===== config.mk =====
export PLATFORM = sky130hd
export DESIGN_NAME = layer_compositor
export DESIGN_NICKNAME = d
export VERILOG_FILES = /design/src/rtl/layer_compositor.sv
export SDC_FILE = /design/constraint.sdc
export NUM_CORES = 1
export LEC_CHECK = 0
export BUFFER_PORTS_ARGS = -buffer_cell sky130_fd_sc_hd__buf_4
export CAP_MARGIN = 20
export CORE_UTILIZATION = 50
export CTS_BUF_LIST = sky130_fd_sc_hd__clkbuf_8
export DETAILED_ROUTE_END_ITERATION = 6
export PLACE_DENSITY = 0.77
export SETUP_SLACK_MARGIN = 0.05
export SLEW_MARGIN = 5
export SYNTH_ARGS = -nofsm -noshare
export SYNTH_HDL_FRONTEND = slang
export SYNTH_SLANG_ARGS = --single-unit

===== constraint.sdc =====
create_clock -name clk65 -period 5.9 [get_ports clk65]
set_clock_uncertainty 0.2 [all_clocks]
set_input_delay 0.295 -clock clk65 [delete_from_list [all_inputs] [get_ports clk65]]
set_output_delay 0.295 -clock clk65 [all_outputs]
set_load 0.05 [all_outputs]

===== src/rtl/layer_compositor.sv =====
// Two-stage layered pixel compositor: priority select over a background with
// optional 50/50 blend, frame-synchronous mask shadowing and overlap statistics.
module layer_compositor #(
  parameter int NUM_LAYERS = 8,
  parameter int CH_W       = 4,
  parameter int SYNC_W     = 2,
  parameter int COLL_W     = 20
) (
  input  logic                                 clk65,
  input  logic                                 reset_n,
  input  logic [NUM_LAYERS*(3*CH_W+1)-1:0]     layer_pix,
  input  logic [3*CH_W-1:0]                    bg_pix,
  input  logic                                 in_valid,
  input  logic                                 in_blank,
  input  logic [SYNC_W-1:0]                    in_sync,
  input  logic                                 frame_start,
  input  logic [NUM_LAYERS-1:0]                en_next,
  input  logic [NUM_LAYERS-1:0]                blend_next,
  input  logic                                 mask_load,
  output logic [3*CH_W-1:0]                    pixel,
  output logic                                 out_valid,
  output logic                                 out_blank,
  output logic [SYNC_W-1:0]                    out_sync,
  output logic [NUM_LAYERS-1:0]                en_active,
  output logic [NUM_LAYERS-1:0]                blend_active,
  output logic [COLL_W-1:0]                    overlap_count
);
  localparam int PIX_W   = 3 * CH_W;
  localparam int SLICE_W = PIX_W + 1;
  localparam int IDX_W   = (NUM_LAYERS > 1) ? $clog2(NUM_LAYERS) : 1;

  logic [PIX_W-1:0]      layer_col [NUM_LAYERS];
  logic [NUM_LAYERS-1:0] opaque;

  for (genvar g = 0; g < NUM_LAYERS; g++) begin : g_unpack
    assign layer_col[g] = layer_pix[g*SLICE_W +: PIX_W];
    assign opaque[g]    = layer_pix[g*SLICE_W + PIX_W];
  end

  logic [NUM_LAYERS-1:0] en_pend, blend_pend, en_act, blend_act;
  logic [NUM_LAYERS-1:0] en_eff, blend_eff, hit, hit_rest;

  // The frame_start pixel already sees the incoming masks; a coincident
  // mask_load bypasses the pending registers.
  always_comb begin
    en_eff    = en_act;
    blend_eff = blend_act;
    if (frame_start) begin
      en_eff    = mask_load ? en_next    : en_pend;
      blend_eff = mask_load ? blend_next : blend_pend;
    end
  end

  assign hit = opaque & en_eff;

  logic             w_found, u_found, w_blend;
  logic [IDX_W-1:0] w_idx, u_idx;
  logic [PIX_W-1:0] w_col, u_col;

  always_comb begin
    w_found  = 1'b0;
    w_idx    = '0;
    u_found  = 1'b0;
    u_idx    = '0;
    for (int i = NUM_LAYERS - 1; i >= 0; i--) begin
      if (hit[i]) begin
        w_found = 1'b1;
        w_idx   = IDX_W'(i);
      end
    end
    hit_rest = hit;
    if (w_found) hit_rest[w_idx] = 1'b0;
    for (int i = NUM_LAYERS - 1; i >= 0; i--) begin
      if (hit_rest[i]) begin
        u_found = 1'b1;
        u_idx   = IDX_W'(i);
      end
    end
    w_col   = w_found ? layer_col[w_idx] : bg_pix;
    u_col   = u_found ? layer_col[u_idx] : bg_pix;
    w_blend = w_found & blend_eff[w_idx];
  end

  logic overlap;
  assign overlap = in_valid & ~in_blank & (|(hit & (hit - NUM_LAYERS'(1))));

  always_ff @(posedge clk65) begin
    if (!reset_n) begin
      en_pend    <= '1;
      blend_pend <= '0;
      en_act     <= '1;
      blend_act  <= '0;
    end else begin
      if (mask_load) begin
        en_pend    <= en_next;
        blend_pend <= blend_next;
      end
      if (frame_start) begin
        en_act    <= en_eff;
        blend_act <= blend_eff;
      end
    end
  end

  assign en_active    = en_act;
  assign blend_active = blend_act;

  logic [PIX_W-1:0]  s1_w_col, s1_u_col;
  logic              s1_blend, s1_valid, s1_blank;
  logic [SYNC_W-1:0] s1_sync;

  // Stage 1 blank resets high so the output stays blanked until real pixels arrive.
  always_ff @(posedge clk65) begin
    if (!reset_n) begin
      s1_w_col <= '0;
      s1_u_col <= '0;
      s1_blend <= 1'b0;
      s1_valid <= 1'b0;
      s1_blank <= 1'b1;
      s1_sync  <= '0;
    end else begin
      s1_w_col <= w_col;
      s1_u_col <= u_col;
      s1_blend <= w_blend;
      s1_valid <= in_valid;
      s1_blank <= in_blank;
      s1_sync  <= in_sync;
    end
  end

  logic [PIX_W-1:0] blend_pix, next_pix;
  logic [CH_W:0]    ch_sum;

  always_comb begin
    blend_pix = '0;
    ch_sum    = '0;
    for (int c = 0; c < 3; c++) begin
      ch_sum = {1'b0, s1_w_col[c*CH_W +: CH_W]} + {1'b0, s1_u_col[c*CH_W +: CH_W]};
      blend_pix[c*CH_W +: CH_W] = ch_sum[CH_W:1];
    end
    if (!s1_valid || s1_blank) next_pix = '0;
    else if (s1_blend)         next_pix = blend_pix;
    else                       next_pix = s1_w_col;
  end

  always_ff @(posedge clk65) begin
    if (!reset_n) begin
      pixel     <= '0;
      out_valid <= 1'b0;
      out_blank <= 1'b1;
      out_sync  <= '0;
    end else begin
      pixel     <= next_pix;
      out_valid <= s1_valid;
      out_blank <= s1_blank;
      out_sync  <= s1_sync;
    end
  end

  logic [COLL_W-1:0] ovl_cnt;
  logic              seen_frame;

  // Overlaps seen before the first frame boundary are never published.
  always_ff @(posedge clk65) begin
    if (!reset_n) begin
      ovl_cnt       <= '0;
      overlap_count <= '0;
      seen_frame    <= 1'b0;
    end else if (frame_start) begin
      overlap_count <= seen_frame ? ovl_cnt : '0;
      ovl_cnt       <= overlap ? COLL_W'(1) : '0;
      seen_frame    <= 1'b1;
    end else if (overlap && (ovl_cnt != '1)) begin
      ovl_cnt <= ovl_cnt + COLL_W'(1);
    end
  end
endmodule


# [After elaboration in Yosys (flattened, before gate mapping)]
# Index checks and enable logic that the tools add are counted.
[word_totals] reg_bits=118 output_inout_bits=52
[op_classes] n_addsub=5 n_lt_le_gt_ge=4 eq_ne=1 n_mux=54 bitwise=11 reduce_logical=7
[ops] cell="12-bit 2-to-1 mux" count=7
[ops] cell="12-bit binary-select mux with 3-bit select" count=2
[ops] cell="20-bit 2-to-1 mux" count=3
[ops] cell="3-bit 2-to-1 mux" count=16
[ops] cell="8-bit 2-to-1 mux" count=5
[ops] cell="8-bit AND" count=3
[ops] cell="20-bit by 1-bit adder with 20-bit output (second input constant)" count=1
[ops] cell="20-bit inequality test (second input constant)" count=1
[ops] cell="1-bit 2-to-1 mux" count=19
[ops] cell="4-bit by 4-bit adder with 5-bit output" count=3
[ops] cell="4-bit >= comparator (second input constant)" count=2
[ops] cell="3-bit inverter with 4-bit output" count=2
[ops] cell="8-bit inverter" count=1
[ops] cell="8-bit OR reduction" count=1
[ops] cell="8-bit by 1-bit subtractor with 8-bit output (second input constant)" count=1
[ops] cell="3-bit by 4-bit < comparator with 1-bit output (second input constant)" count=1
[ops] cell="1-bit AND" count=3
[ops] cell="1-bit binary-select mux with 3-bit select" count=1
[ops] cell="1-bit demux with 3-bit select" count=1
[ops] cell="3-bit by 1-bit >= comparator with 1-bit output (second input constant)" count=1
[ops] cell="1-bit logical AND" count=2
[ops] cell="1-bit inverter" count=2
[ops] cell="2-bit nonzero test" count=1
[ops] cell="2-bit OR reduction" count=1
[ops] cell="2 further kinds" count=2

# [Logic depth before layout (Yosys ltp)]
[logic_depth] ltp_word=31 depth_mapped=13

# [Worst setup path after synthesis]
# Ideal clock, no wire load.
[synth_timing] path_kind="register -> register" startpoint="register en_act[7], in the netlist en_active[7]" endpoint="register s1_u_col[10]" setup_ns=0.127 t_arrival_ns=2.790 setup_slack_ns=2.783 path_stages_with_launch=12 n_path_buf=2 synth_period_minus_slack_ns=3.117 path_cell_list="dfxtp_1 -> o21ai_0 -> a21oi_2 -> o211ai_1 -> a21oi_2 -> mux2_4 -> o21ai_2 -> buf_6 -> nand2_4 -> buf_4 -> a211oi_1 -> nor4_2"
[synth_via] elab_chain_len=30 elab_cells_between_ends=47
[synth_rtl] element="start, declared" line="40" text="logic [NUM_LAYERS-1:0] en_pend, blend_pend, en_act, blend_act;"
[synth_rtl] element="start signal, assigned" line="99" text="en_act <= en_eff;"
[synth_rtl] element="8-bit 2-to-1 mux *" line="48" text="if (frame_start) begin"
[synth_rtl] element="8-bit AND *" line="54" text="assign hit = opaque & en_eff;"
[synth_rtl] element="3-bit 2-to-1 mux (8 in a row)" line="66" text="if (hit[i]) begin"
[synth_rtl] element="3-bit by 4-bit < comparator with 1-bit output (implied by the code) or 3-bit by 1-bit >= comparator with 1-bit output (tied branches)" line="72" text="if (w_found) hit_rest[w_idx] = 1'b0;"
[synth_rtl] element="1-bit logical AND (implied by the code)" line="72"
[synth_rtl] element="1-bit 2-to-1 mux (implied by the code)" line="72"
[synth_rtl] element="1-bit demux with 3-bit select" line="72"
[synth_rtl] element="8-bit inverter (no source line)"
[synth_rtl] element="8-bit AND (no source line)"
[synth_rtl] element="8-bit 2-to-1 mux *" line="72"
[synth_rtl] element="3-bit 2-to-1 mux (8 in a row)" line="74" text="if (hit_rest[i]) begin"
[synth_rtl] element="3-bit inverter with 4-bit output (implied by the code)" line="80" text="u_col = u_found ? layer_col[u_idx] : bg_pix;"
[synth_rtl] element="12-bit binary-select mux with 3-bit select" line="80"
[synth_rtl] element="12-bit 2-to-1 mux (implied by the code) (2 in a row)" line="80"
[synth_rtl] element="12-bit 2-to-1 mux *" line="80"
[synth_rtl] element="end signal, assigned" line="123" text="s1_u_col <= u_col;"
[synth_rtl] element="end, declared" line="108" text="logic [PIX_W-1:0] s1_w_col, s1_u_col;"
# Every way passes the cells marked *; elsewhere a longest branch is shown, timed or not. The select of a mux whose other input is x is not followed.
# A chain may end at the register's enable or synchronous reset.

# [Final worst setup path]
[layout_timing] startpoint="input port en_next[7]" endpoint="register s1_u_col[6]"
[layout_via] elab_chain_len=31 elab_cells_between_ends=48
[layout_rtl] element="start, declared" line="17" text="input logic [NUM_LAYERS-1:0] en_next,"
[layout_rtl] element="8-bit 2-to-1 mux *"
[layout_rtl] element="8-bit 2-to-1 mux *" line="48"
[layout_rtl] element="8-bit AND *" line="54"
[layout_rtl] element="3-bit 2-to-1 mux (8 in a row)" line="66"
[layout_rtl] element="3-bit by 4-bit < comparator with 1-bit output (implied by the code) or 3-bit by 1-bit >= comparator with 1-bit output (tied branches)" line="72"
[layout_rtl] element="1-bit logical AND (implied by the code)" line="72"
[layout_rtl] element="1-bit 2-to-1 mux (implied by the code)" line="72"
[layout_rtl] element="1-bit demux with 3-bit select" line="72"
[layout_rtl] element="8-bit inverter (no source line)"
[layout_rtl] element="8-bit AND (no source line)"
[layout_rtl] element="8-bit 2-to-1 mux *" line="72"
[layout_rtl] element="3-bit 2-to-1 mux (8 in a row)" line="74"
[layout_rtl] element="3-bit inverter with 4-bit output (implied by the code)" line="80"
[layout_rtl] element="12-bit binary-select mux with 3-bit select" line="80"
[layout_rtl] element="12-bit 2-to-1 mux (implied by the code) (2 in a row)" line="80"
[layout_rtl] element="12-bit 2-to-1 mux *" line="80"
# Marks and branches as above.

==> flow_summary.yaml <==
sta:
  rsz_0062_raised_after_global_routing: "no"
  setup_total_negative_slack_ns: 0
  timing.fmax_ghz: 0.2522
  maxSlewViolCount: 0
  slew_headroom: 0.2591
  period_share: 0.6721
  timing_worst_slew_pin_value_ns: 1.110
  report.final.hold_viol_count: 0
  setup_violations: 0
  final.hold.worst_slack_ns: 0.03674
  post-route-min-period_ns: 3.965
pwr:
  power.leakage_nw: 3.824
  switching_fraction_of_total_power: 0.3568
  seqPwrFrac: 0.385
  internal_cell_power_w: 0.001483
  power.density_nw_per_um2: 251.6
  switchingPower_w: 0.0008229
  pwr-share-comb: 0.317
  vdd_drop_max_mv: 0.1235
  clock_power_share: 0.298
run:
  drv_cap: 0
global_routing:
  globalRouteTotalUtil: 0.3208
  first_global_vias: 6779
  global_route.overflow_total: 0
  grt_max_degree: 64
  antenna_found_initial: 0
  grt_pass1_wl_um: 36120
layout:
  finalNetCount: 1183
  finish.instance_area_um2: 9168
  syn2layout_area_growth_pct: 29.96
  diodes: 0
  final_common_cell: "buf_4"
  post_layout_nonfiller_instances: 1222
  layout.cells.most_common_list: "198 x buf_4, 118 x dfxtp_1, 92 x nand2_1"
  drive_above_1_share: 0.2620
route:
  detailroute.via_count: 7273
  post_drt_via_cell_ratio: 5.952
  detail-route-antenna-nets: 0
  post_drt_wl_per_cell_um: 18.92
  drt-total-wl_um: 23130
  drt_pass1_iterations: 5
  dr.first_iter.drc_count: 618
  drc_violations_left: 0
yosys:
  synth-warning-count: 0
  synth_edf_count: 0
  synth_largest_type_area_fraction: 0.3349
  post_synth_num_cell_types: 72
  mappedNetlistNets: 994
  yosysSeqAreaShare: 0.3349
  postSynth.topFlopCell: "dfxtp_1"
  synth_area_leader_cell: "dfxtp_1"
  yosys-top-cells-area: "dfxtp_1 33%, a211oi_1 5.3%, mux2i_1 5.1%"
  ys_async_sr_fraction: 0
  syn_area_um2: 7054
  synthesis.instances: 841
  avgSynthCellArea_um2: 8.388
  postSynthRegisterBits: 118
worst_setup_path:
  timing.rr.start: "en_active[2]$_SDFFE_PN1P_"
  critPathMaxFanout: 25
  crit_path_category: "in -> reg"
  critical_path_cell_list: "dlygate4sd3_1 > buf_4 > mux2i_1 > a21o_1 > o21ai_0 > a22o_1 > a21o_1 > a31oi_4 > nand2_2 > o31ai_1 > nor4b_2"
  crit_path_top_delay_cell: "a31oi_4"
  cp_common_cell: "a21o_1"
  r2r-end: "s1_u_col[6]$_SDFF_PN0_"
  critPathRequiredTime_ns: 6.03
  reg2reg_depth: 9
  cp-end-kind: "flop"
  r2r_slack_ns: 2.07
  cp_data_arrival_time_ns: 4.09
  worstSetupStartpointType: "primary input"
  critical_path.max_stage_delay_ns: 0.71
cts:
  postCtsSetupRepairBufs: 0
  cts_tree: "yes"
  clk_path_buf_depth: 2
  clock-sinks: 118
  ctsRootBufferMaster: "clkbuf_8"
  htree_num_levels: 4
  cts-resized-gates: 0
  insertion_delay_ns: 0.45
  clk_pin_slew_worst_paths_ns: 0.08
  cts-buffers-inserted: 17
hold_path:
  class_of_the_worst_hold_path: "in -> reg"
  min_to: "en_pend[4]$_SDFF_PN1_"
  min_path_cells: 2
  min-delay-start: "reset_n"
floorplanning:
  die_width_um: 120.8
  start_util: 0.5102
  die_h_um: 120.8
  core_area_um2: 13830
  io_pins: 192
  number_of_placement_rows: 43
  dieArea_um2: 14590
placed_design:
  replace_congestion: 0.9878
  portBuffers: 191
  dpl_cells: 1158
  detailed_place.area_um2: 8476
  dpl.hpwl_um: 16600
run_status:
  outcome: "complete, no violations"
==> how the worst max path moves through the flow <==
stage,endpoint,slack [ns],start
6_report,s1_u_col[6]$_SDFF_PN0_,1.93,en_next[7]
5_1_grt,s1_w_col[9]$_SDFF_PN0_,1.73,en_next[2]
4_1_cts,s1_u_col[6]$_SDFF_PN0_,2.03,en_next[7]
3_5_place_dp,s1_u_col[6]$_SDFF_PN0_,1.68,frame_start
3_3_place_gp,s1_u_col[9]$_SDFF_PN0_,1.70,frame_start
2_1_floorplan,s1_u_col[10]$_SDFF_PN0_,2.78,en_active[7]$_SDFFE_PN1P_
==> power groups by stage <==
stage	sequential (W)	clock, W	combinational [W]
2_1_floorplan	0.000915	0	0.000462
3_3_place_gp	0.000904	0	0.000691
3_5_place_dp	0.000905	0	0.000695
4_1_cts	0.000887	0.000697	0.000716
5_1_grt	0.000892	0.000728	0.000793
6_report	0.000888	0.000686	0.000732
==> synth_stat cells (3+ instances only) <==
| cell | n |
|---|---|
| nor3_1 | 9 |
| nand2_1 | 92 |
| o21ai_0 | 46 |
| a22o_1 | 21 |
| buf_2 | 17 |
| o221ai_1 | 7 |
| nand3_1 | 19 |
| clkbuf_1 | 33 |
| buf_6 | 4 |
| and4_1 | 4 |
| a21o_1 | 10 |
| and3_1 | 29 |
| fa_1 | 3 |
| mux2_2 | 11 |
| a221oi_1 | 12 |
| inv_1 | 13 |
| buf_1 | 4 |
| a311oi_1 | 16 |
| a22oi_1 | 5 |
| nor2_1 | 77 |
| and2_1 | 24 |
| xor2_1 | 15 |
| nand4_1 | 15 |
| nor4_1 | 6 |
| a21boi_0 | 12 |
| dfxtp_1 | 118 |
| mux2i_1 | 36 |
| o211ai_1 | 7 |
| nor2b_1 | 10 |
| a211oi_1 | 50 |
| nand2b_1 | 6 |
| a31o_2 | 3 |
| a21oi_1 | 24 |
| nand3_2 | 3 |
| ha_1 | 10 |
| a21oi_2 | 5 |
| xnor2_1 | 7 |
| a31oi_1 | 12 |
| nor4_2 | 3 |
==> state kept, by name, summed over array words and instances, names as in the netlist, 2 cells and up <==
register       flops
s1_u_col          12
s1_sync            2
overlap_count     20
blend_pend         8
pixel             12
ovl_cnt           20
en_active          8
blend_active       8
s1_w_col          12
out_sync           2
en_pend            8
==> routing by layer <==
metal,routed length (um),up-vias,global-route usage
li1,-,3494,-
met1,9869,3352,0.4273
met2,10530,372,0.4975
met3,2054,55,0.07453
met4,670,0,0.1319
met5,0,-,0
==> stage by stage <==
step                  util  power (W)  setup slack, ns
finish              0.6630   0.002306            1.935
detailed placement  0.6130   0.001601            1.681
global route        0.6630   0.002413            1.728
CTS                 0.6630   0.002300            2.033
floorplan                -   0.001377            2.783
global placement    0.6130   0.001595            1.697
==> worst max-delay path: cells and delay by family <==
family,cells,cell delay [ns]
and+or+nand+nor,2,0.44
AOI/OAI and AO/OA,6,2.37
buffers and inverters,2,0.66
muxes,1,0.30
==> repair_timing <==
item,CTS,global route
endpoints found under the hold margin,35,0
setup endpoints to repair,0,0
hold buffers,33,0
==> final cells by class <==
type / count / area [um^2]
Clock buffer: 17 / 234.0
Clock inverter: 14 / 127.6
Fill cell: 1210 / 4659
Inverter: 13 / 48.80
Multi-Input combinational cell: 649 / 4353
Sequential cell: 118 / 2362
Tap cell: 180 / 225.2
Timing Repair Buffer: 231 / 1817
==> logic make-up after synthesis <==
| kind of cell | share of synthesized area |
|---|---|
| AO/OA/AOI/OAI | 0.2634 |
| buffers and inverters | 0.05002 |
| flip-flops | 0.3349 |
| adder cells (fa/ha/maj) | 0.02785 |
| AND/OR/NAND/NOR | 0.2178 |
| multiplexers | 0.07875 |
| XOR/XNOR | 0.02732 |
Note: power is estimated with default switching activity, not from simulation.
